==> config.mk <==
export PLATFORM = sky130hd
export DESIGN_NAME = ahb_uart
export DESIGN_NICKNAME = d
export VERILOG_FILES = /design/src/rtl/ahb_uart.sv
export SDC_FILE = /design/constraint.sdc
export NUM_CORES = 1
export LEC_CHECK = 0
export CAP_MARGIN = 20
export CORE_MARGIN = 1
export CORE_UTILIZATION = 30
export CTS_CLUSTER_SIZE = 14
export DETAILED_ROUTE_END_ITERATION = 8
export PLACE_DENSITY = 0.49
export SYNTH_ARGS = -nofsm -noshare
export SYNTH_HDL_FRONTEND = slang
export SYNTH_SLANG_ARGS = --single-unit
==> constraint.sdc <==
create_clock -name CLK -period 7.8 [get_ports CLK]
set_input_delay 2.34 -clock CLK [delete_from_list [all_inputs] [get_ports CLK]]
set_output_delay 2.34 -clock CLK [all_outputs]
set_load 0.1 [all_outputs]
==> src/rtl/ahb_uart.sv <==
// ahb_uart: AHB-Lite slave UART (8N1) with a TX FIFO and a programmable baud divider.
// Define UART_RX_EN to build the receiver, the RX FIFO, the RX status bits and IRQ.
module ahb_uart_fifo #(
    parameter int DEPTH = 16
) (
    input  logic       CLK,
    input  logic       reset_n,
    input  logic       i_push,
    input  logic       i_pop,
    input  logic [7:0] i_data,
    output logic [7:0] o_data,
    output logic       o_full,
    output logic       o_empty
);
    localparam int AW = $clog2(DEPTH);
    localparam int CW = AW + 1;
    logic [7:0]    r_mem [DEPTH];
    logic [AW-1:0] r_wp, r_rp;
    logic [CW-1:0] r_cnt;
    logic          w_push, w_pop;
    assign o_full  = r_cnt == CW'(DEPTH);
    assign o_empty = r_cnt == '0;
    assign w_push  = i_push & ~o_full;
    assign w_pop   = i_pop & ~o_empty;
    assign o_data  = r_mem[r_rp];
    always_ff @(posedge CLK or negedge reset_n)
        if (!reset_n) begin
            r_wp  <= '0;
            r_rp  <= '0;
            r_cnt <= '0;
        end else begin
            if (w_push) r_wp <= r_wp + 1'b1;
            if (w_pop) r_rp <= r_rp + 1'b1;
            r_cnt <= r_cnt + CW'(w_push) - CW'(w_pop);
        end
    always_ff @(posedge CLK)
        if (w_push) r_mem[r_wp] <= i_data;
endmodule

module ahb_uart #(
    parameter int FIFO_DEPTH  = 16,
    parameter int DIV_W       = 16,
    parameter int DEFAULT_DIV = 434
) (
    input  logic        CLK,
    input  logic        reset_n,
    input  logic        HSEL,
    input  logic [31:0] HADDR,
    input  logic [1:0]  HTRANS,
    input  logic        HWRITE,
    input  logic [31:0] HWDATA,
    input  logic        HREADY,
    output logic [31:0] HRDATA,
    output logic        HREADYOUT,
    input  logic        RsRx,
    output logic        RsTx,
    output logic        IRQ
);
    typedef enum logic [1:0] {IDLE, START, DATA, STOP} state_t;
    logic             r_act, r_wr;
    logic [1:0]       r_addr;
    logic [DIV_W-1:0] r_div, w_div;
    logic             w_wr, w_rd, w_tx_push, w_st_wr;
    logic             r_tx_ovr, w_rx_ovr, w_ferr, w_rx_full, w_rx_empty;
    logic [7:0]       w_rx_q;
    logic             w_unused;
    assign w_unused  = &{1'b0, HADDR, HTRANS[0], HWDATA, RsRx};
    assign HREADYOUT = 1'b1;
    assign w_wr      = r_act & r_wr;
    assign w_rd      = r_act & ~r_wr;
    assign w_tx_push = w_wr & (r_addr == 2'd0);
    assign w_st_wr   = w_wr & (r_addr == 2'd1);
    assign w_div     = (r_div < DIV_W'(2)) ? DIV_W'(2) : r_div;
    always_ff @(posedge CLK or negedge reset_n)
        if (!reset_n) begin
            r_act  <= 1'b0;
            r_wr   <= 1'b0;
            r_addr <= '0;
            r_div  <= DIV_W'(DEFAULT_DIV);
        end else begin
            r_act  <= HSEL & HREADY & HTRANS[1];
            r_wr   <= HWRITE;
            r_addr <= HADDR[3:2];
            if (w_wr && r_addr == 2'd2) r_div <= HWDATA[DIV_W-1:0];
        end
    // Transmitter
    state_t           r_tx_st, w_tx_nx;
    logic [DIV_W-1:0] r_tx_cnt;
    logic [7:0]       r_tx_sh, w_tx_q;
    logic [2:0]       r_tx_bit;
    logic             r_tx, w_tx_pop, w_tx_full, w_tx_empty, w_tx_end, w_tx_idle;
    assign w_tx_end  = r_tx_cnt == '0;
    assign w_tx_idle = w_tx_empty & (r_tx_st == IDLE);
    assign RsTx      = r_tx;
    ahb_uart_fifo #(.DEPTH(FIFO_DEPTH)) u_tx_fifo (
        .CLK(CLK), .reset_n(reset_n), .i_push(w_tx_push), .i_pop(w_tx_pop),
        .i_data(HWDATA[7:0]), .o_data(w_tx_q), .o_full(w_tx_full), .o_empty(w_tx_empty)
    );
    always_comb begin
        w_tx_nx  = r_tx_st;
        w_tx_pop = 1'b0;
        case (r_tx_st)
            IDLE:  if (!w_tx_empty) begin
                       w_tx_nx  = START;
                       w_tx_pop = 1'b1;
                   end
            START: if (w_tx_end) w_tx_nx = DATA;
            DATA:  if (w_tx_end && r_tx_bit == 3'd7) w_tx_nx = STOP;
            STOP:  if (w_tx_end) begin
                       w_tx_nx  = w_tx_empty ? IDLE : START;
                       w_tx_pop = ~w_tx_empty;
                   end
        endcase
    end
    always_ff @(posedge CLK or negedge reset_n)
        if (!reset_n) begin
            r_tx_st  <= IDLE;
            r_tx_cnt <= '0;
            r_tx_sh  <= '0;
            r_tx_bit <= '0;
            r_tx     <= 1'b1;
            r_tx_ovr <= 1'b0;
        end else begin
            r_tx_st  <= w_tx_nx;
            r_tx     <= (r_tx_st == START) ? 1'b0 : (r_tx_st == DATA) ? r_tx_sh[0] : 1'b1;
            r_tx_ovr <= (w_tx_push & w_tx_full) | (r_tx_ovr & ~(w_st_wr & HWDATA[4]));
            if (w_tx_pop) begin
                r_tx_sh  <= w_tx_q;
                r_tx_cnt <= w_div - 1'b1;
                r_tx_bit <= '0;
            end else if (r_tx_st != IDLE) begin
                if (w_tx_end) begin
                    r_tx_cnt <= w_div - 1'b1;
                    if (r_tx_st == DATA) begin
                        r_tx_sh  <= r_tx_sh >> 1;
                        r_tx_bit <= r_tx_bit + 1'b1;
                    end
                end else r_tx_cnt <= r_tx_cnt - 1'b1;
            end
        end
`ifdef UART_RX_EN
    // Receiver: samples mid-bit, the first check lands half a period into the start bit
    state_t           r_rx_st, w_rx_nx;
    logic [1:0]       r_rx_s;
    logic [DIV_W-1:0] r_rx_cnt;
    logic [7:0]       r_rx_sh;
    logic [2:0]       r_rx_bit;
    logic             r_rx_ovr, r_ferr, w_rx, w_rx_end, w_rx_push, w_rx_pop, w_stop_end;
    assign w_rx       = r_rx_s[1];
    assign w_rx_end   = r_rx_cnt == '0;
    assign w_stop_end = (r_rx_st == STOP) & w_rx_end;
    assign w_rx_push  = w_stop_end & w_rx;
    assign w_rx_pop   = w_rd & (r_addr == 2'd0) & ~w_rx_empty;
    assign w_rx_ovr   = r_rx_ovr;
    assign w_ferr     = r_ferr;
    assign IRQ        = ~w_rx_empty;
    ahb_uart_fifo #(.DEPTH(FIFO_DEPTH)) u_rx_fifo (
        .CLK(CLK), .reset_n(reset_n), .i_push(w_rx_push), .i_pop(w_rx_pop),
        .i_data(r_rx_sh), .o_data(w_rx_q), .o_full(w_rx_full), .o_empty(w_rx_empty)
    );
    always_comb begin
        w_rx_nx = r_rx_st;
        case (r_rx_st)
            IDLE:  if (!w_rx) w_rx_nx = START;
            START: if (w_rx_end) w_rx_nx = w_rx ? IDLE : DATA;
            DATA:  if (w_rx_end && r_rx_bit == 3'd7) w_rx_nx = STOP;
            STOP:  if (w_rx_end) w_rx_nx = IDLE;
        endcase
    end
    always_ff @(posedge CLK or negedge reset_n)
        if (!reset_n) begin
            r_rx_s   <= 2'b11;
            r_rx_st  <= IDLE;
            r_rx_cnt <= '0;
            r_rx_sh  <= '0;
            r_rx_bit <= '0;
            r_rx_ovr <= 1'b0;
            r_ferr   <= 1'b0;
        end else begin
            r_rx_s   <= {r_rx_s[0], RsRx};
            r_rx_st  <= w_rx_nx;
            r_rx_ovr <= (w_rx_push & w_rx_full) | (r_rx_ovr & ~(w_st_wr & HWDATA[5]));
            r_ferr   <= (w_stop_end & ~w_rx) | (r_ferr & ~(w_st_wr & HWDATA[6]));
            if (r_rx_st == IDLE) begin
                r_rx_cnt <= (w_div >> 1) - 1'b1;
                r_rx_bit <= '0;
            end else if (w_rx_end) begin
                r_rx_cnt <= w_div - 1'b1;
                if (r_rx_st == DATA) begin
                    r_rx_sh  <= {w_rx, r_rx_sh[7:1]};
                    r_rx_bit <= r_rx_bit + 1'b1;
                end
            end else r_rx_cnt <= r_rx_cnt - 1'b1;
        end
`else
    assign w_rx_ovr   = 1'b0;
    assign w_ferr     = 1'b0;
    assign w_rx_full  = 1'b0;
    assign w_rx_empty = 1'b1;
    assign w_rx_q     = '0;
    assign IRQ        = 1'b0;
`endif
    always_comb begin
        HRDATA = '0;
        if (w_rd)
            HRDATA = (r_addr == 2'd0) ? {24'b0, w_rx_empty ? 8'h00 : w_rx_q} :
                     (r_addr == 2'd1) ? {25'b0, w_ferr, w_rx_ovr, r_tx_ovr, w_rx_full, ~w_rx_empty, w_tx_idle, w_tx_full} :
                     (r_addr == 2'd2) ? 32'(r_div) : 32'h0;
    end
endmodule

==> qor.txt, run 1 <==
Outcome = finished clean
Hold-critical path depth = 2
Netlist cell types = 60
Average size of a mapped cell = 14.0 um2
GR Overflow Total = 0
Worst-Margin Slew = 0.995 ns
Area delta synth->final = 15.3%
Chip Width = 173 um
GPL Wtd Cong = 0.794
DRT antenna net count = 0
R2R setup slack = 3.62 ns
Buffers & Inverters on Critical Path = 2
Predominant post-synthesis flop cell = edfxtp_1
Worst-case clock buffer depth = 2
Slowest-stage cell, CP = clkdlybuf4s50_1
Final HPWL DP = 12800 um
Core ar. = 28800 um2
CTS Sinks = 192
Share of layout cells above drive strength 1 = 0.166
Most frequent cells in the layout = 128 x edfxtp_1, 56 x dfrtp_1, 40 x nor2_1
Htree depth = 4
Max-slew violations = 0
Crit-path cells = inv_1 -> ha_1 -> a32oi_1 -> nor2_1 -> clkdlybuf4s50_1
Wirelength, routed = 19200 um
Crit path depth = 5
# Max-Cap Violations = 0
Post-synth ARST share = 0.333
Worst Path Required = 5.46 ns
RSZ-0062 raised after global routing = no
Setup TNS = 0 ns
Pin count of the biggest net entering global routing = 65
All-Layer GR Usage = 0.133
FMAX = 184 MHz
Crit-path max cell delay = 1.16 ns
FF+latch count, synth = 192
Die area = 30100 um2
Vias = 5184
Worst relative slew slack = 0.335
Cell total after placement = 1029
Yosys warnings = 0
Final period util = 0.696
Max IR drop VDD = 176 uV
Post-CTS sizing = 0
Leak = 3.53 nW
Register area share after synthesis = 0.618
CTS tree = done
Root Buffer = clkbuf_16
Remaining DRCs = 0
Vias in the first global route = 5336
Final net count = 759
CP delay by family, top = buffers and inverters
Wire per inst = 18.0 um
Row count = 62
Post-synth EDFFs = 128
FILL cells = 2725
Crit path DAT = 3.09 ns
Setup Skew = 0.0180 ns
Max FO, Critical Path = 17
Vias per cell = 4.88
Post-Syn Area = 8820 um2
Initial Utilization = 0.306
Initial antenna violation count = 0
I/O pin total = 107
Final min period = 5.43 ns
CTS buffer count = 17
Most common cell after layout, fill and taps aside = edfxtp_1
# Post-CTS Setup Buffers = 0
Final Setup Violations = 0
Worst setup EP type = primary output
Final Hold Fails = 0
Non-filler instance count after layout = 1063
Die height = 173 um
Worst-path clk slew = 0.08 ns
First-pass GRT wire length = 30300 um
# hold bufs at CTS = 0
Setup CP Type = reg -> out
CP Launch Type = flip-flop
DRT iter0 DRCs = 297
# diodes = 0
Later-pin clock latency in the skew report = 0.43 ns
Initial DRT Pass Iterations = 5
Worst Hold Class = reg -> reg
P per Cell Area = 319 nW/um2
PortBufs = 40
Total Power = 3.24 mW
Synthesized instance count = 629
Hold_ws = 0.501 ns
FF-to-FF path depth = 17
-- cells in the mapped netlist, types with 17 or more instances --
cell type  count  area [um2]
a22oi_1       19         143
buf_4         18         135
dfrtp_1       58        1450
edfxtp_1     128        3840
ha_1          20         250
inv_1         21        78.8
mux2_2        17         191
mux4_2        32         721
nand2_1       37         139
nor2_1        40         150
nor3_1        24         120
o21ai_0       28         140
-- final timing paths --
path                               startpoint                 end
max                                r_tx_st[1]           HRDATA[1]
min                                r_tx_sh[0]                RsTx
max reg2reg                u_tx_fifo.r_cnt[3]  u_tx_fifo.r_cnt[4]
min reg2reg                        r_tx_sh[0]                RsTx
max in group asynchronous             reset_n   u_tx_fifo.r_rp[0]
min in group asynchronous             reset_n           r_div[12]
-- report_power, final --
group / switching (mW) / total [mW] / internal (mW) / leakage, nW
clock network: 0.430 / 0.868 / 0.438 / 0.294
registers: 0.166 / 1.38 / 1.22 / 1.91
logic: 0.553 / 0.992 / 0.439 / 1.33
total: 1.15 / 3.24 / 2.09 / 3.53
-- kinds of logic after synthesis --
| family | Yosys count | share of synthesized area |
|---|---|---|
| compound gates | 83 | 0.0658 |
| xor+xnor | 21 | 0.0209 |
| fa+ha+maj | 21 | 0.0306 |
| buf+inv | 69 | 0.0389 |
| flops | 192 | 0.618 |
| mux | 59 | 0.115 |
| other cells | 2 | 0.000852 |
| simple gates | 182 | 0.110 |
-- per-stage QoR --
stage	utilization	instance area (um2)	setup WS, ns
after floorplan	-	8880	2.90
after global placement	0.332	9550	2.39
after detailed placement	0.332	9550	2.29
after CTS	0.353	10200	1.81
after global routing	0.353	10200	2.16
final	0.353	10200	2.37
-- routing by layer --
metal,share of wire,vias up,GRT usage,wire [um]
met5,0,-,0,0
met4,0.014,0,0.0409,259
met3,0.025,15,0.0215,477
met2,0.51,86,0.230,9850
met1,0.45,2663,0.171,8600
li1,-,2420,-,-
-- cell type report --
cell class / instances / area (um2) / area share
clock buffer: 17 / 425 / 0.0418
multi-input combinational: 384 / 3080 / 0.303
tap: 384 / 480 / 0.0473
sequential: 192 / 5460 / 0.537
inverter: 22 / 82.6 / 0.00812
clock inverter: 15 / 179 / 0.0176
timing repair buffer: 49 / 460 / 0.0453
-- tightest hold or removal path, delay by kind of cell, from the launching register on --
kind,cells,cell delay (ns)
flip-flops,1,0.38
buffers and inverters,1,0.06
AO/OA/AOI/OAI,1,0.06
-- flip-flops by register name, summed over array words and instances, names as in the netlist --
signal,count
RsTx,1
r_act,1
r_addr,2
r_div,16
r_tx_bit,3
r_tx_cnt,16
r_tx_ovr,1
r_tx_sh,8
r_tx_st,2
r_wr,1
u_tx_fifo.r_cnt,5
u_tx_fifo.r_mem,128
u_tx_fifo.r_rp,4
u_tx_fifo.r_wp,4
(Power assumes the default switching activity.)
==> run 2, diff against run 1 <==
--- a/config.mk
+++ b/config.mk
@@ -10,7 +10,7 @@
 export CORE_UTILIZATION = 30
 export CTS_CLUSTER_SIZE = 14
 export DETAILED_ROUTE_END_ITERATION = 8
-export PLACE_DENSITY = 0.49
+export PLACE_DENSITY = 0.51
 export SYNTH_ARGS = -nofsm -noshare
 export SYNTH_HDL_FRONTEND = slang
 export SYNTH_SLANG_ARGS = --single-unit
==> constraint.sdc (replaced) <==
create_clock -name CLK -period 4.45 [get_ports CLK]
set_input_delay 1.335 -clock CLK [delete_from_list [all_inputs] [get_ports CLK]]
set_output_delay 1.335 -clock CLK [all_outputs]
set_load 0.1 [all_outputs]
==> qor.txt, run 2 (same netlist as run 1, synthesis figures left out) <==
Outcome = finished clean
Final core occ = 0.356 (+0.00248)
Initial DRT Pass Iterations = 4 (-1)
Setup Skew = 0.0119 ns (-0.00608 ns)
Core ar. = 28800 um2 (unchanged)
Wire per inst = 17.2 um (-4.9%)
# Max-Cap Violations = 0 (unchanged)
PortBufs = 40 (unchanged)
Root Buffer = clkbuf_16
HP Start = r_addr[0]
GR Overflow Total = 0 (unchanged)
Final net count = 765 (+0.79%)
Regs by FF count = u_tx_fifo.r_mem: 128 flops, r_div: 16 flops, r_tx_cnt: 16 flops
Worst relative slew slack = 0.359 (+0.0242)
RSZ-0062 raised after global routing = no
Final min period = 3.58 ns
Worst-Margin Slew = 0.959 ns (-0.0361 ns)
Reg2reg end = u_tx_fifo.r_cnt[4]
Worst-case clock buffer depth = 2 (unchanged)
FMAX = 279 MHz
Hold-critical path depth = 1 (-1)
Remaining DRCs = 0 (unchanged)
Pin count of the biggest net entering global routing = 32 (-51%)
P per Cell Area = 565 nW/um2 (+77%)
Htree depth = 4 (unchanged)
Chip Width = 173 um (unchanged)
Worst-path clk slew = 0.07 ns (about the same)
First-pass GRT wire length = 29800 um (-1.8%)
Post-CTS sizing = 0 (unchanged)
# hold bufs at CTS = 0 (unchanged)
# diodes = 0 (unchanged)
Max FO, Critical Path = 17 (unchanged)
Initial antenna violation count = 0 (unchanged)
CTS Sinks = 192 (unchanged)
I/O pin total = 107 (unchanged)
Hold_ws = 0.498 ns (-0.00304 ns)
Most frequent cells in the layout = 128 x edfxtp_1, 57 x dfrtp_1, 40 x nor2_1
Die height = 173 um (unchanged)
DRT iter0 DRCs = 426 (+43%)
Leak = 3.62 nW (+2.6%)
CP Launch Type = flip-flop
Top reg by flops = u_tx_fifo.r_mem
GPL Wtd Cong = 0.808 (+1.8%)
Setup TNS = 0 ns (unchanged)
Setup CP Type = reg -> out
Max-slew violations = 0 (unchanged)
FF-to-FF path depth = 18 (+1)
Crit path DAT = 2.24 ns (-0.85 ns)
# Post-CTS Setup Buffers = 0 (unchanged)
Final Hold Fails = 0 (unchanged)
Vias in the first global route = 5285 (-0.96%)
Final Setup Violations = 0 (unchanged)
Later-pin clock latency in the skew report = 0.43 ns (about the same)
DRT antenna net count = 0 (unchanged)
Vias per cell = 4.81 (-1.4%)
Worst Path Required = 3.12 ns (-2.34 ns)
Initial Utilization = 0.306 (unchanged)
Largest register FFs = 128 (unchanged)
Area delta synth->final = 16.1%
R2R setup slack = 1.10 ns (-2.52 ns)
Final HPWL DP = 13000 um (+1.5%)
Max IR drop VDD = 276 uV (+57%)
CTS buffer count = 17 (unchanged)
Vias = 5141 (-0.83%)
All-Layer GR Usage = 0.128 (-0.00456)
RR Startpoint = u_tx_fifo.r_cnt[3]
Row count = 62 (unchanged)
Worst Hold Class = reg -> reg
Die area = 30100 um2 (unchanged)
End of the worst hold path = r_tx_ovr
CTS tree = done
Most common cell after layout, fill and taps aside = edfxtp_1
Final period util = 0.804
Share of layout cells above drive strength 1 = 0.197 (+0.0307)
Worst setup EP type = primary output
Wirelength, routed = 18300 um (-4.4%)
[run 2: cell types whose count changed in the layout (fill, tap and decap cells not counted), sizes merged]
| cell | previous run | this run |
|---|---|---|
| buf | 8 | 31 |
| bufinv | 0 | 2 |
| clkbuf | 19 | 18 |
| clkdlybuf4s50 | 39 | 23 |
| clkinv | 7 | 8 |
| inv | 30 | 27 |
[run 2: worst max path at each step]
stage	cells after the start	slack [ns]	from	to
2_1_floorplan	6	0.55	r_tx_st[0]	HRDATA[1]
3_3_place_gp	18	1.13	u_tx_fifo.r_cnt[2]	u_tx_fifo.r_cnt[4]
3_5_place_dp	18	1.12	u_tx_fifo.r_cnt[2]	u_tx_fifo.r_cnt[4]
4_1_cts	5	0.86	r_tx_st[0]	HRDATA[1]
5_1_grt	5	0.69	r_tx_st[0]	HRDATA[1]
6_report	5	0.87	r_tx_st[0]	HRDATA[1]
[run 2: final cells by class]
cell class / count / area (um2)
sequential: 192 / 5450
timing repair buffer: 55 / 480
fill: 2732 / 18500
clock inverter: 15 / 231
clock buffer: 17 / 425
multi-input combinational: 384 / 3080
inverter: 22 / 82.6
tap: 384 / 480
[run 2: routing by layer]
metal  track usage  wire, um  vias up
li1              -         -     2418
met2         0.215      9310       94
met5             0         0        -
met4        0.0372       141        0
met3        0.0237       591        9
met1         0.170      8290     2620
[run 2: worst max-delay path, cell delays in order (launching register included)]
cell     delay (ns)
dfrtp_1        0.41
inv_1          0.15
ha_1           0.65
a32oi_1        0.19
nor2_1         0.12
buf_4          0.30
[run 2: metrics by stage]
stage | instances | cell area, um2 | setup slack, ns | power [mW]
6_report | 1069 | 10200 | 0.871 | 5.78
5_1_grt | 1069 | 10200 | 0.688 | 6.12
4_1_cts | 1068 | 10200 | 0.858 | 5.84
3_5_place_dp | 1036 | 9570 | 1.12 | 4.21
3_3_place_gp | 1035 | 9550 | 1.13 | 4.15
2_1_floorplan | 645 | 8880 | 0.554 | 3.73
[run 2: power by group]
part / leakage [nW] / switching (mW) / total (mW) / internal [mW]
Combinational: 1.39 / 0.919 / 1.70 / 0.783
Sequential: 1.91 / 0.316 / 2.45 / 2.13
Clock: 0.316 / 0.750 / 1.63 / 0.878
Total: 3.62 / 1.99 / 5.78 / 3.79
